--- src/rtl/fm_audio_conditioner_pkg.sv ---
// Shared types and constants for the FM audio conditioner.
package audio_pkg;

    typedef enum logic [1:0] {
        MUTED     = 2'd0,
        RAMP_UP   = 2'd1,
        UNMUTED   = 2'd2,
        RAMP_DOWN = 2'd3
    } mute_state_t;

    // Unity gain on the 0..256 gain scale; the gain word is 9 bits unsigned.
    localparam logic [8:0] GAIN_ONE = 9'd256;

endpackage : audio_pkg

--- src/rtl/fm_audio_conditioner_iir.sv ---
// deemphasis_iir: first-order low-pass, acc += x - acc/2^SHIFT, y = acc/2^SHIFT.
// SHIFT = 0 degenerates to a plain one-cycle register (y = x delayed).
module deemphasis_iir #(
    parameter int WIDTH = 18,
    parameter int SHIFT = 3
) (
    input  logic                    clk_audio,
    input  logic                    reset,
    input  logic signed [WIDTH-1:0] x_i,
    output logic signed [WIDTH-1:0] y_o
);

    localparam int ACC_W = WIDTH + SHIFT;

    logic signed [ACC_W-1:0] acc_q;
    logic signed [ACC_W-1:0] acc_d;
    logic signed [ACC_W-1:0] acc_shr;
    logic signed [ACC_W:0]   sum_w;

    assign acc_shr = acc_q >>> SHIFT;
    assign y_o     = WIDTH'(acc_shr);

    // Next accumulator value; one guard bit absorbs the transient before the leak term.
    always_comb begin
        // NOTE: every always_comb output gets an unconditional assignment so no latch is inferred.
        sum_w = (ACC_W + 1)'(acc_q) + (ACC_W + 1)'(x_i) - (ACC_W + 1)'(acc_shr);
        acc_d = ACC_W'(sum_w);
    end

    // Accumulator register, cleared by reset.
    always_ff @(posedge clk_audio) begin
        // NOTE: sequential state uses non-blocking (<=) so every register samples pre-edge values.
        if (reset) begin
            acc_q <= '0;
        end else begin
            acc_q <= acc_d;
        end
    end

endmodule : deemphasis_iir

--- src/rtl/fm_audio_conditioner.sv ---
// fm_audio_conditioner: L/R matrix, de-emphasis, soft-mute gain ramp and
// underrun hold; one stereo frame per clk_audio cycle, registered output.
module fm_audio_conditioner
    import audio_pkg::*;
#(
    parameter int IN_WIDTH        = 18,
    parameter int AUDIO_BIT_WIDTH = 16,
    parameter int DEEMPH_SHIFT    = 3,
    parameter int RAMP_STEP       = 1,
    parameter int UNDERRUN_LIMIT  = 8
) (
    input  logic                              clk_audio,
    input  logic                              reset,
    input  logic                              in_valid,
    input  logic signed [IN_WIDTH-1:0]        in_sum,
    input  logic signed [IN_WIDTH-1:0]        in_diff,
    input  logic                              stereo_enable,
    input  logic                              mute,
    output logic [1:0][AUDIO_BIT_WIDTH-1:0]   audio_sample_word,
    output logic                              muted,
    output logic                              underrun,
    output logic [15:0]                       underrun_count
);

    localparam int                MATRIX_W  = IN_WIDTH + 1;
    localparam int                PROD_W    = IN_WIDTH + 10;
    localparam int                OUT_SHIFT = 8 + IN_WIDTH - AUDIO_BIT_WIDTH;
    localparam int                MISS_W    = $clog2(UNDERRUN_LIMIT + 1);
    localparam logic [8:0]        GAIN_STEP = 9'(RAMP_STEP);
    localparam logic [MISS_W-1:0] MISS_MAX  = MISS_W'(UNDERRUN_LIMIT);

    // ---------------- stage 1: matrix and sample hold ----------------
    // The matrixed pair is held rather than raw S/D, so stereo_enable only
    // takes effect when a new sample is captured.
    logic signed [MATRIX_W-1:0] sum_ext, diff_ext, l_wide, r_wide;
    logic signed [IN_WIDTH-1:0] hold_l_q, hold_r_q;
    logic signed [IN_WIDTH-1:0] hold_l_d, hold_r_d;

    // Matrix at IN_WIDTH+1 bits; the floored halving brings it back into IN_WIDTH.
    always_comb begin
        sum_ext  = MATRIX_W'(in_sum);
        diff_ext = MATRIX_W'(in_diff);
        if (stereo_enable) begin
            l_wide = (sum_ext + diff_ext) >>> 1;
            r_wide = (sum_ext - diff_ext) >>> 1;
        end else begin
            l_wide = sum_ext >>> 1;
            r_wide = sum_ext >>> 1;
        end
        hold_l_d = in_valid ? IN_WIDTH'(l_wide) : hold_l_q;
        hold_r_d = in_valid ? IN_WIDTH'(r_wide) : hold_r_q;
    end

    // Sample hold: a missing sample keeps feeding the last good one downstream.
    always_ff @(posedge clk_audio) begin
        if (reset) begin
            hold_l_q <= '0;
            hold_r_q <= '0;
        end else begin
            hold_l_q <= hold_l_d;
            hold_r_q <= hold_r_d;
        end
    end

    // ---------------- stage 2: de-emphasis ----------------
    logic signed [IN_WIDTH-1:0] y_l, y_r;

    deemphasis_iir #(.WIDTH(IN_WIDTH), .SHIFT(DEEMPH_SHIFT)) u_iir_l (
        .clk_audio (clk_audio),
        .reset     (reset),
        .x_i       (hold_l_q),
        .y_o       (y_l)
    );

    deemphasis_iir #(.WIDTH(IN_WIDTH), .SHIFT(DEEMPH_SHIFT)) u_iir_r (
        .clk_audio (clk_audio),
        .reset     (reset),
        .x_i       (hold_r_q),
        .y_o       (y_r)
    );

    // ---------------- stage 3: gain ----------------
    logic [8:0]                        gain_q;
    logic signed [9:0]                 gain_s;
    logic signed [PROD_W-1:0]          prod_l, prod_r;
    logic [1:0][AUDIO_BIT_WIDTH-1:0]   word_d, word_q;

    assign gain_s = signed'({1'b0, gain_q});

    // Scale by gain/256 and keep the top AUDIO_BIT_WIDTH bits of the IN_WIDTH result (floor).
    always_comb begin
        prod_l    = PROD_W'(y_l) * PROD_W'(gain_s);
        prod_r    = PROD_W'(y_r) * PROD_W'(gain_s);
        word_d[0] = AUDIO_BIT_WIDTH'(prod_l >>> OUT_SHIFT);
        word_d[1] = AUDIO_BIT_WIDTH'(prod_r >>> OUT_SHIFT);
    end

    // Output register sampled by the packet picker every cycle.
    always_ff @(posedge clk_audio) begin
        if (reset) begin
            word_q <= '0;
        end else begin
            word_q <= word_d;
        end
    end

    // ---------------- underrun detection ----------------
    logic [MISS_W-1:0] miss_q, miss_d;
    logic              underrun_q, underrun_d;
    logic [15:0]       underrun_count_q;

    // Saturating miss counter; a valid sample restarts it.
    always_comb begin
        if (in_valid) begin
            miss_d = '0;
        end else if (miss_q == MISS_MAX) begin
            miss_d = miss_q;
        end else begin
            miss_d = miss_q + MISS_W'(1);
        end
        underrun_d = (miss_d == MISS_MAX);
    end

    // Underrun flag and saturating count of its rising edges.
    always_ff @(posedge clk_audio) begin
        if (reset) begin
            miss_q           <= '0;
            underrun_q       <= 1'b0;
            underrun_count_q <= '0;
        end else begin
            miss_q     <= miss_d;
            underrun_q <= underrun_d;
            if (underrun_d && !underrun_q && (underrun_count_q != 16'hFFFF)) begin
                underrun_count_q <= underrun_count_q + 16'd1;
            end
        end
    end

    // ---------------- soft-mute FSM ----------------
    mute_state_t state_q;
    mute_state_t up_state, down_state;
    logic        muted_q;
    logic        mute_req;
    logic [8:0]  gain_up, gain_dn;

    assign mute_req = mute | underrun_q;

    // One-step gain candidates, clamped to 0..GAIN_ONE.
    always_comb begin
        gain_up    = (gain_q >= (GAIN_ONE - GAIN_STEP)) ? GAIN_ONE : (gain_q + GAIN_STEP);
        gain_dn    = (gain_q <= GAIN_STEP) ? 9'd0 : (gain_q - GAIN_STEP);
        up_state   = (gain_up == GAIN_ONE) ? UNMUTED : RAMP_UP;
        down_state = (gain_dn == 9'd0) ? MUTED : RAMP_DOWN;
    end

    // Mute FSM: state, gain and muted flag all move on the same edge.
    always_ff @(posedge clk_audio) begin
        if (reset) begin
            state_q <= MUTED;
            gain_q  <= '0;
            muted_q <= 1'b1;
        end else begin
            unique case (state_q)
                MUTED: begin
                    if (!mute_req) begin
                        state_q <= up_state;
                        gain_q  <= gain_up;
                        muted_q <= 1'b0;
                    end
                end
                RAMP_UP, RAMP_DOWN: begin
                    if (mute_req) begin
                        state_q <= down_state;
                        gain_q  <= gain_dn;
                        muted_q <= (gain_dn == 9'd0);
                    end else begin
                        state_q <= up_state;
                        gain_q  <= gain_up;
                        muted_q <= 1'b0;
                    end
                end
                UNMUTED: begin
                    if (mute_req) begin
                        state_q <= down_state;
                        gain_q  <= gain_dn;
                        muted_q <= (gain_dn == 9'd0);
                    end
                end
            endcase
        end
    end

    assign audio_sample_word = word_q;
    assign muted             = muted_q;
    assign underrun          = underrun_q;
    assign underrun_count    = underrun_count_q;

endmodule : fm_audio_conditioner

--- config.mk ---
export PLATFORM = sky130hd
export DESIGN_NAME = fm_audio_conditioner
export DESIGN_NICKNAME = d
export VERILOG_FILES = /design/src/rtl/fm_audio_conditioner_pkg.sv /design/src/rtl/fm_audio_conditioner_iir.sv /design/src/rtl/fm_audio_conditioner.sv
export SDC_FILE = /design/constraint.sdc
export NUM_CORES = 1
export LEC_CHECK = 0
export ABC_CLOCK_PERIOD_IN_PS = 17100
export BUFFER_PORTS_ARGS = -buffer_cell sky130_fd_sc_hd__buf_2
export CAP_MARGIN = 20
export CORE_ASPECT_RATIO = 0.6
export CORE_MARGIN = 1
export CORE_UTILIZATION = 47
export DETAILED_ROUTE_END_ITERATION = 6
export HOLD_SLACK_MARGIN = 0.02
export SLEW_MARGIN = 10
export SYNTH_ARGS = -nofsm -noshare
export SYNTH_HDL_FRONTEND = slang
export SYNTH_HIERARCHICAL = 1
export SYNTH_SLANG_ARGS = --single-unit
--- constraint.sdc ---
create_clock -name clk_audio -period 17.1 [get_ports clk_audio]
set_clock_uncertainty 0.2 [all_clocks]
set_input_delay 2.565 -clock clk_audio [delete_from_list [all_inputs] [get_ports clk_audio]]
set_output_delay 2.565 -clock clk_audio [all_outputs]
set_load 0.01 [all_outputs]
# Word level (Yosys, flattened, before mapping)
# Cells that the tools add are included.
[totals]
output_inout_bits = 50
ff_bits = 143
input_bits = 41
elab_cells = 63
[classes]
n_bitwise = 1
n_eq_ne = 9
mul = 2
n_mux = 20
order_cmp = 2
addsub = 10
n_reduce_logical = 7
[ops]
columns = ["operator", "n"]
rows = [
  ["$mul A18 B10 Y26", 2],
  ["$mux W9", 5],
  ["$add A21 B18 Y21", 2],
  ["$sub A21 B18 Y21", 2],
  ["$mux W18", 2],
  ["$pmux W9 S3", 1],
  ["$add A18 B18 Y19", 1],
  ["$sub A18 B18 Y19", 1],
  ["$add A16 B1 Y16 const B", 1],
  ["$ne A16 B16 Y1 const B", 1],
  ["$mux W2", 5],
  ["$add A9 B1 Y9 const B", 1],
  ["$eq A9 B9 Y1 const B", 1],
  ["$ge A9 B8 Y1 const B", 1],
  ["$le A9 B1 Y1 const B", 1],
  ["$logic_not A9 Y1", 1],
  ["$sub A9 B1 Y9 const B", 1],
  ["$eq A4 B4 Y1 const B", 2],
  ["$mux W4", 2],
  ["$pmux W2 S3", 1],
  ["$add A4 B1 Y4 const B", 1],
  ["$eq A2 B2 Y1 const B", 2],
  ["$ne A2 B2 Y1 const B", 2],
  ["$mux W1", 3],
  ["8 further kinds", 9],
]

# Longest topological paths before layout
# Gate-level depths: netlist of the first run.
[depth]
depth_word = 6
ltp_mapped = 24
mapped_depth_nobuf = 21

# Cells and area by module
# The synthesis of the first run kept the hierarchy.
[by_module_without_submodules]
columns = ["module", "n_inst", "area_per_inst_um2", "seq_area_each_um2", "cells_per_inst"]
rows = [
  ["fm_audio_conditioner", 1, 16314.4, 2021.9, 1932],
  ["deemphasis_iir (u_iir_l)", 1, 2507.4, 420.4, 321],
  ["deemphasis_iir (u_iir_r)", 1, 2477.4, 420.4, 321],
]

# Worst setup path before layout of the first run
# Ideal clock, no wire load.
[synth_timing]
path_kind = "register to register"
startpoint = "register gain_q[2]"
endpoint = "register word_q, in the netlist audio_sample_word[27]"
setup_slack_ps = 10966
stages_incl_launch_ff = 25
arrival_ps = 5806
required_time_ps = 16772
n_path_buf = 3
period_less_slack_ps = 6134
setup_ps = 128
path_cell_list = "dfxtp_1 clkbuf_1 clkbuf_1 clkbuf_1 nand2_1 fa_1 inv_1 fa_1 inv_1 fa_1 inv_1 fa_1 inv_1 fa_1 inv_1 ha_1 a2111o_1 nor4_1 nand3_1 nand3_1 a31oi_1 or3_1 a21oi_1 xor2_1 nor2_1"
[synth_between]
elab_chain_cells = 1
[synth_lines]
columns = ["item", "line", "source"]
rows = [
  ["start, declared", "fm_audio_conditioner.sv:83", "logic [8:0] gain_q;"],
  ["start signal, assigned", "fm_audio_conditioner.sv:167", "gain_q <= gain_up;"],
  ["start signal, assigned", "fm_audio_conditioner.sv:174", "gain_q <= gain_dn;"],
  ["start signal, assigned", "fm_audio_conditioner.sv:178", "gain_q <= gain_up;"],
  ["$mul A18 B10 Y26", "fm_audio_conditioner.sv:93", "prod_r = PROD_W'(y_r) * PROD_W'(gain_s);"],
  ["end signal, assigned", "fm_audio_conditioner.sv:103", "word_q <= word_d;"],
  ["end, declared", "fm_audio_conditioner.sv:86", "logic [1:0][AUDIO_BIT_WIDTH-1:0] word_d, word_q;"],
]
# Every way passes these cells.
# A chain may end at the register's enable or synchronous reset.

# Worst setup path after layout of the first run
[layout_timing]
startpoint = "register gain_q[3]"
endpoint = "register word_q, in the netlist audio_sample_word[31]"
# Same word-level chain as after synthesis.

==> run metrics, run 1 <==
vias in the first global route 16656; First-pass DRT Iterations 5; fin crit period 6.64 ns; Least-Margin Pin Slew 0.931 ns; leakage 11.5 nW; clk slew on worst S/H paths 0.08 ns; Avg Cell Area, Syn approximately 8.3 um^2; max incr delay on CP 0.74 ns; Nets between 3000 and 4000; critical path class flip-flop to flip-flop; H-tree depth 4; crit-path cells buf_4 -> nand2_1 -> fa_1 -> inv_1 -> fa_1 -> inv_1 -> fa_1 -> inv_1 -> fa_1 -> inv_1 -> fa_1 -> inv_1 -> ha_1 -> a2111o_1 -> nor4_1 -> nand3_1 -> nand3_1 -> a31oi_1 -> nor3_1 -> o311ai_1 -> a31o_1; Routed Wire Length 52.6 mm; Resize count post-CTS 0; Hold Vio Cnt, Final 0; setup violators final 0; maxcap violations 0; routability congestion estimate 0.921; max_slew headroom a little under two fifths; Cell Area, Placed between 20000 and 25000 um^2; initial cell density of the core 48.4%; TritonCTS Buffers 17; # IOs just over 90; Avg WL per Cell between 15 and 20 um; initial antenna violation count 0; Main synth FF type dfxtp_1; critical path fanouts, max 29; yosys warns 6; maximum vdd drop 0.118 mV; first-pass GRT wire length 88.2 mm; Fill cells ~4300; Layout area overhead 5.32%; pwr/cell area roughly 160 nW/um^2; chip width between 200 and 300 um; layout cells sized above 1 6.35%; Cell Rows roughly 60; Critical Path End Type flip-flop; RSZ-0062 raised after global routing no; post-CTS setup buffer count 0; Seq cells post-synth 143; vias per cell 5.30; WHS 0.272 ns; Post-Syn Instances approximately 2600; clk_lat worst skew 0.47 ns; die area approximately 46000 um^2; Critical Path RT 17.26 ns; Cell Area, Synth roughly 21000 um^2; via count 16597; Yosys cell types 76; Post-synth EDFFs 0; core area 44000 um^2; total grt overflow 0; outcome finished, final reports clean; total DRC errors in the routed layout 0; hold-fix buffers at CTS 0; FMAX 151 MHz; sequential fraction of the synthesis area 13.4%; clock root cell clkbuf_16; Clock Sink Count 143; period utilisation layout between 30 and 40%; ys async rst share 0%; Synthesized Nets between 3000 and 4000; GRT Overall Usage 23.8%; Crit-path slowest cell dfxtp_1; CP arrival slightly below 7 ns; CP Launch Type flip-flop; Slew Limit Fails 0; ANT cells 0; Antenna Nets Post-Route 0; CTS tree built; DP Wirelength a little over 40 mm; CTS Buffer Depth 2; TNS Setup 0 ns; Initial DRC Count 999; HP Class flip-flop to flip-flop; largest net degree at the start of global routing 80; Design Area, Final 22400 um^2; port bufs 90; Die Ht 167 um
-- worst paths after layout --
kind / start / to / slack, ns / cells after the start
max: gain_q[3] / audio_sample_word[31] / 10.46 / 21
min: hold_l_q[5] / hold_l_q[5] / 0.27 / 2
max reg2reg: gain_q[3] / audio_sample_word[31] / 10.46 / 21
min reg2reg: hold_l_q[5] / hold_l_q[5] / 0.27 / 2
-- cell usage after synthesis (all sizes together), types with 27 or more instances --
| cell type | n | area (um^2) |
|---|---|---|
| inv | 493 | 1850 |
| fa | 298 | 5970 |
| nand2 | 248 | 933 |
| nor2 | 197 | 739 |
| ha | 193 | 2410 |
| and2 | 153 | 960 |
| dfxtp | 143 | 2860 |
| a21oi | 106 | 538 |
| xnor2 | 82 | 718 |
| buf | 80 | 458 |
| clkbuf | 76 | 285 |
| o21ai | 63 | 315 |
| nor3 | 46 | 230 |
| xor2 | 37 | 324 |
| a211oi | 33 | 253 |
| a21o | 27 | 205 |
-- per-layer routing --
metal,wire (um),global-route usage [%],vias up
met2,22100,35.4,411
li1,-,-,8005
met4,287,2.95,0
met3,3030,4.36,23
met1,27200,36.5,8158
met5,0,0,-
-- critical path, delay by kind of cell, from the launching register on --
kind	cells	cell delay (ns)
buf+inv	6	0.67
compound gates	4	1.00
flops	1	0.74
fa+ha+maj	6	2.74
simple gates	5	1.16
-- cells by family after synthesis --
logic type	Yosys count	synth area share (%)
AOI/OAI and AO/OA	367	11.6
xor gates and xnor gates	119	4.89
adders and majority gates	491	39.3
buffers and inverters	649	12.2
DFF	143	13.4
muxes	21	1.02
and+or+nand+nor	784	17.6
-- report_power, final --
group | switching, W | leakage (nW) | internal, W
Clock | 0.000204 | 0.296 | 0.000199
Combinational | 0.00158 | 10.0 | 0.00108
Sequential | 0.000207 | 1.18 | 0.000421
-- state kept, by name, summed over array words and instances (netlist names) --
signal and count:
audio_sample_word 32, u_iir_l/acc_q 21, u_iir_r/acc_q 21, hold_l_q 18
hold_r_q 18, underrun_count 16, gain_q 9, miss_q 4
state_q 2, muted 1, underrun 1
-- placed cells by master, fill, tap and decap left out, drive strengths merged, types with 22 or more instances in the layout --
master  count
nor2b      25
inv       502
xor2       37
xnor2      82
nor2      197
a31oi      22
buf       102
a211oi     33
fa        298
nand3      24
nand2     248
and2      153
o21ai      63
a21o       27
dfxtp     143
nor3       46
a21oi     106
ha        193
-- per-stage QoR --
stage,std cells,setup slack [ns],utilization (%),power (W)
after global routing,3131,10.08,51.0,0.00411
after CTS,3131,10.48,51.0,0.00369
after global placement,3099,10.60,49.6,0.00320
after detailed placement,3099,10.50,49.6,0.00326
after floorplan,2574,10.97,-,0.00268
final,3131,10.46,51.0,0.00369
-- layout make-up --
type	count	area, um^2	share of cell area, %
Multi-Input combinational cell	1782	15800	70.6
Sequential cell	143	2860	12.8
Inverter	493	1850	8.25
Tap cell	579	724	3.23
Timing Repair Buffer	102	543	2.42
Clock buffer	17	425	1.90
Clock inverter	15	184	0.820
Power figures use the tool's default switching activity.
==> run 2, diff against run 1 <==
Settings changed: ABC_AREA set to 1, ABC_CLOCK_PERIOD_IN_PS 17100 to 5600, PLACE_DENSITY set to 0.66.
Clock period 17.1 ns to 5.6 ns, I/O delays scaled along.
==> run metrics, run 2 <==
Place WS 0.189 ns; port bufs 90; vias in the first global route 19947; placed instance count 4043; Post-Syn Instances 3399; most frequent cells after synthesis inv_1, nand2_1, fa_1; Yosys top cell by area fa_1; H-tree depth 4; CTS tree built; CP startpoint u_iir_r/acc_q[9]; final worst slack 0.259 ns; clock root cell clkbuf_16; R2R setup slack between 0.2 and 0.3 ns; Critical Path RT ~5.8 ns; initial antenna violation count 1; share of the synthesized area in the top cell type between 20 and 30%; Avg WL per Cell 15.9 um; critical path fanouts, max 8; TritonCTS Buffers 17; Synth area leaders fa_1, inv_1, nand2_1; RSZ-0062 raised after global routing no; core area 48500 um^2; fin crit period 5.34 ns; Avg Cell Area, Syn 6.88 um^2; CTS Buffer Depth 2; area occupied by multi-input gates 16600 um^2; First-pass DRT Iterations 6; CP arrival roughly 5.5 ns; vias per cell 5.11; outcome finished, final reports clean; critical path class flip-flop to flip-flop; FMAX between 150 and 200 MHz; sequential fraction of the synthesis area 12.2%; post-route insts no fill between 4000 and 5000; Clock Sink Count approximately 140; ANT cells 0; max_slew headroom a little over a third; first-pass GRT wire length 108 mm; DP Wirelength 53.6 mm; Cell Area, Synth 23400 um^2; HP Class flip-flop to flip-flop; Slew Limit Fails 0; crit path capture audio_sample_word[23]; initial cell density of the core 48.3%; Worst R2R End audio_sample_word[23]; chip width 290 um; hold-fix buffers at CTS 0; period utilisation layout 95.4%; Yosys cell types 52; Die Ht 175 um; Hold Vio Cnt, Final 0; fin util 51.8%; clk slew on worst S/H paths 0.07 ns; largest net degree at the start of global routing 48; Main synth FF type dfxtp_1; Antenna Nets Post-Route 0; top-count cell post-synth inv_1; Post-synth EDFFs 0; setup violators final 0; total grt overflow 0; reg2reg path depth 18; GRT Overall Usage 26.8%; Initial DRC Count between 2000 and 2500; # IOs 91; yosys warns 6; total DRC errors in the routed layout 0; CP Launch Type flip-flop; Routed Wire Length 64.8 mm; Cell Rows 62; layout cells sized above 1 8.38%; clk_lat worst skew 0.47 ns; TNS Setup 0 ns; max reg flops 32; routability congestion estimate 0.987; Fill cells ~4900; Layout area overhead 7.27%; Sequential Area 2880 um^2; most frequent cells in the layout inv_1, nand2_1, fa_1; maxcap violations 0; via count 20807; ys async rst share 0%; Seq cells post-synth approximately 140; die area slightly above 50000 um^2; Critical Path End Type flip-flop; most common cell after layout, fill and taps aside inv_1; Least-Margin Pin Slew 0.975 ns; Synthesized Nets 3931; Worst R2R Start u_iir_r/acc_q[9]; Nets 3954
## run 2: area by class of cell
class | instances | share of cell area (%)
multi-input cells | 2256 | 66.2
inverters | 853 | 12.8
flip-flops and latches | 143 | 11.5
repair buffers | 151 | 3.99
well taps | 640 | 3.19
clock buffers | 19 | 1.80
clock inverters | 13 | 0.603
## run 2: layer usage
layer	up-vias	share of wire [%]	track usage [%]
met5	-	0	0
met2	848	37	35.7
met1	9653	52	43.0
li1	10263	-	-
met4	0	0.96	4.26
met3	43	9.9	6.68
## run 2: stage by stage
| stage | hold slack (ns) | instance area, um^2 |
|---|---|---|
| 6_report | 0.277 | 25100 |
| 5_1_grt | 0.319 | 25100 |
| 4_1_cts | 0.282 | 25000 |
| 3_5_place_dp | 0.271 | 24400 |
| 3_3_place_gp | 0.268 | 24400 |
| 2_1_floorplan | 0.289 | 23400 |
## run 2: worst min-delay path by stage
stage | startpoint | to | slack (ns) | cells past startpoint
floorplan | hold_l_q[0] | hold_l_q[0] | 0.29 | 2
global placement | underrun_count[15] | underrun_count[15] | 0.27 | 2
detailed placement | underrun_count[15] | underrun_count[15] | 0.27 | 2
CTS | underrun_count[15] | underrun_count[15] | 0.28 | 2
global route | muted | muted | 0.32 | 2
finish | underrun_count[15] | underrun_count[15] | 0.28 | 2
## run 2: what timing repair did
item                       4_1_cts  5_1_grt
buffers inserted                 0        0
gates resized for setup          0       22
setup endpoints to repair        0       15
## run 2: critical path: stages, from the launching register on
cell and delay, ns:
dfxtp_1 0.63, nand2_1 0.15, fa_1 0.55, inv_1 0.06, fa_1 0.55, fa_1 0.43, fa_1 0.50, inv_1 0.05
fa_1 0.47, inv_1 0.04, ha_1 0.34, inv_1 0.05, o21bai_1 0.26, a31oi_1 0.20, o21bai_1 0.24, inv_1 0.07
nand2_1 0.10, o21ai_0 0.08, a21oi_1 0.28
## run 2: cell families (layout without fill, tap and decap cells)
logic type	Yosys count	in the layout	share of synthesized area (%)
XOR/XNOR	39	39	1.46
AO/OA/AOI/OAI	456	456	10.6
adder cells (fa/ha/maj)	491	491	35.8
AND/OR/NAND/NOR	1270	1270	23.1
buffers and inverters	1000	1036	16.8
flip-flops	143	143	12.2
Power of run 2 is not shown: default switching activity piles up to over one toggle a cycle in this logic, so the estimate is an artifact.
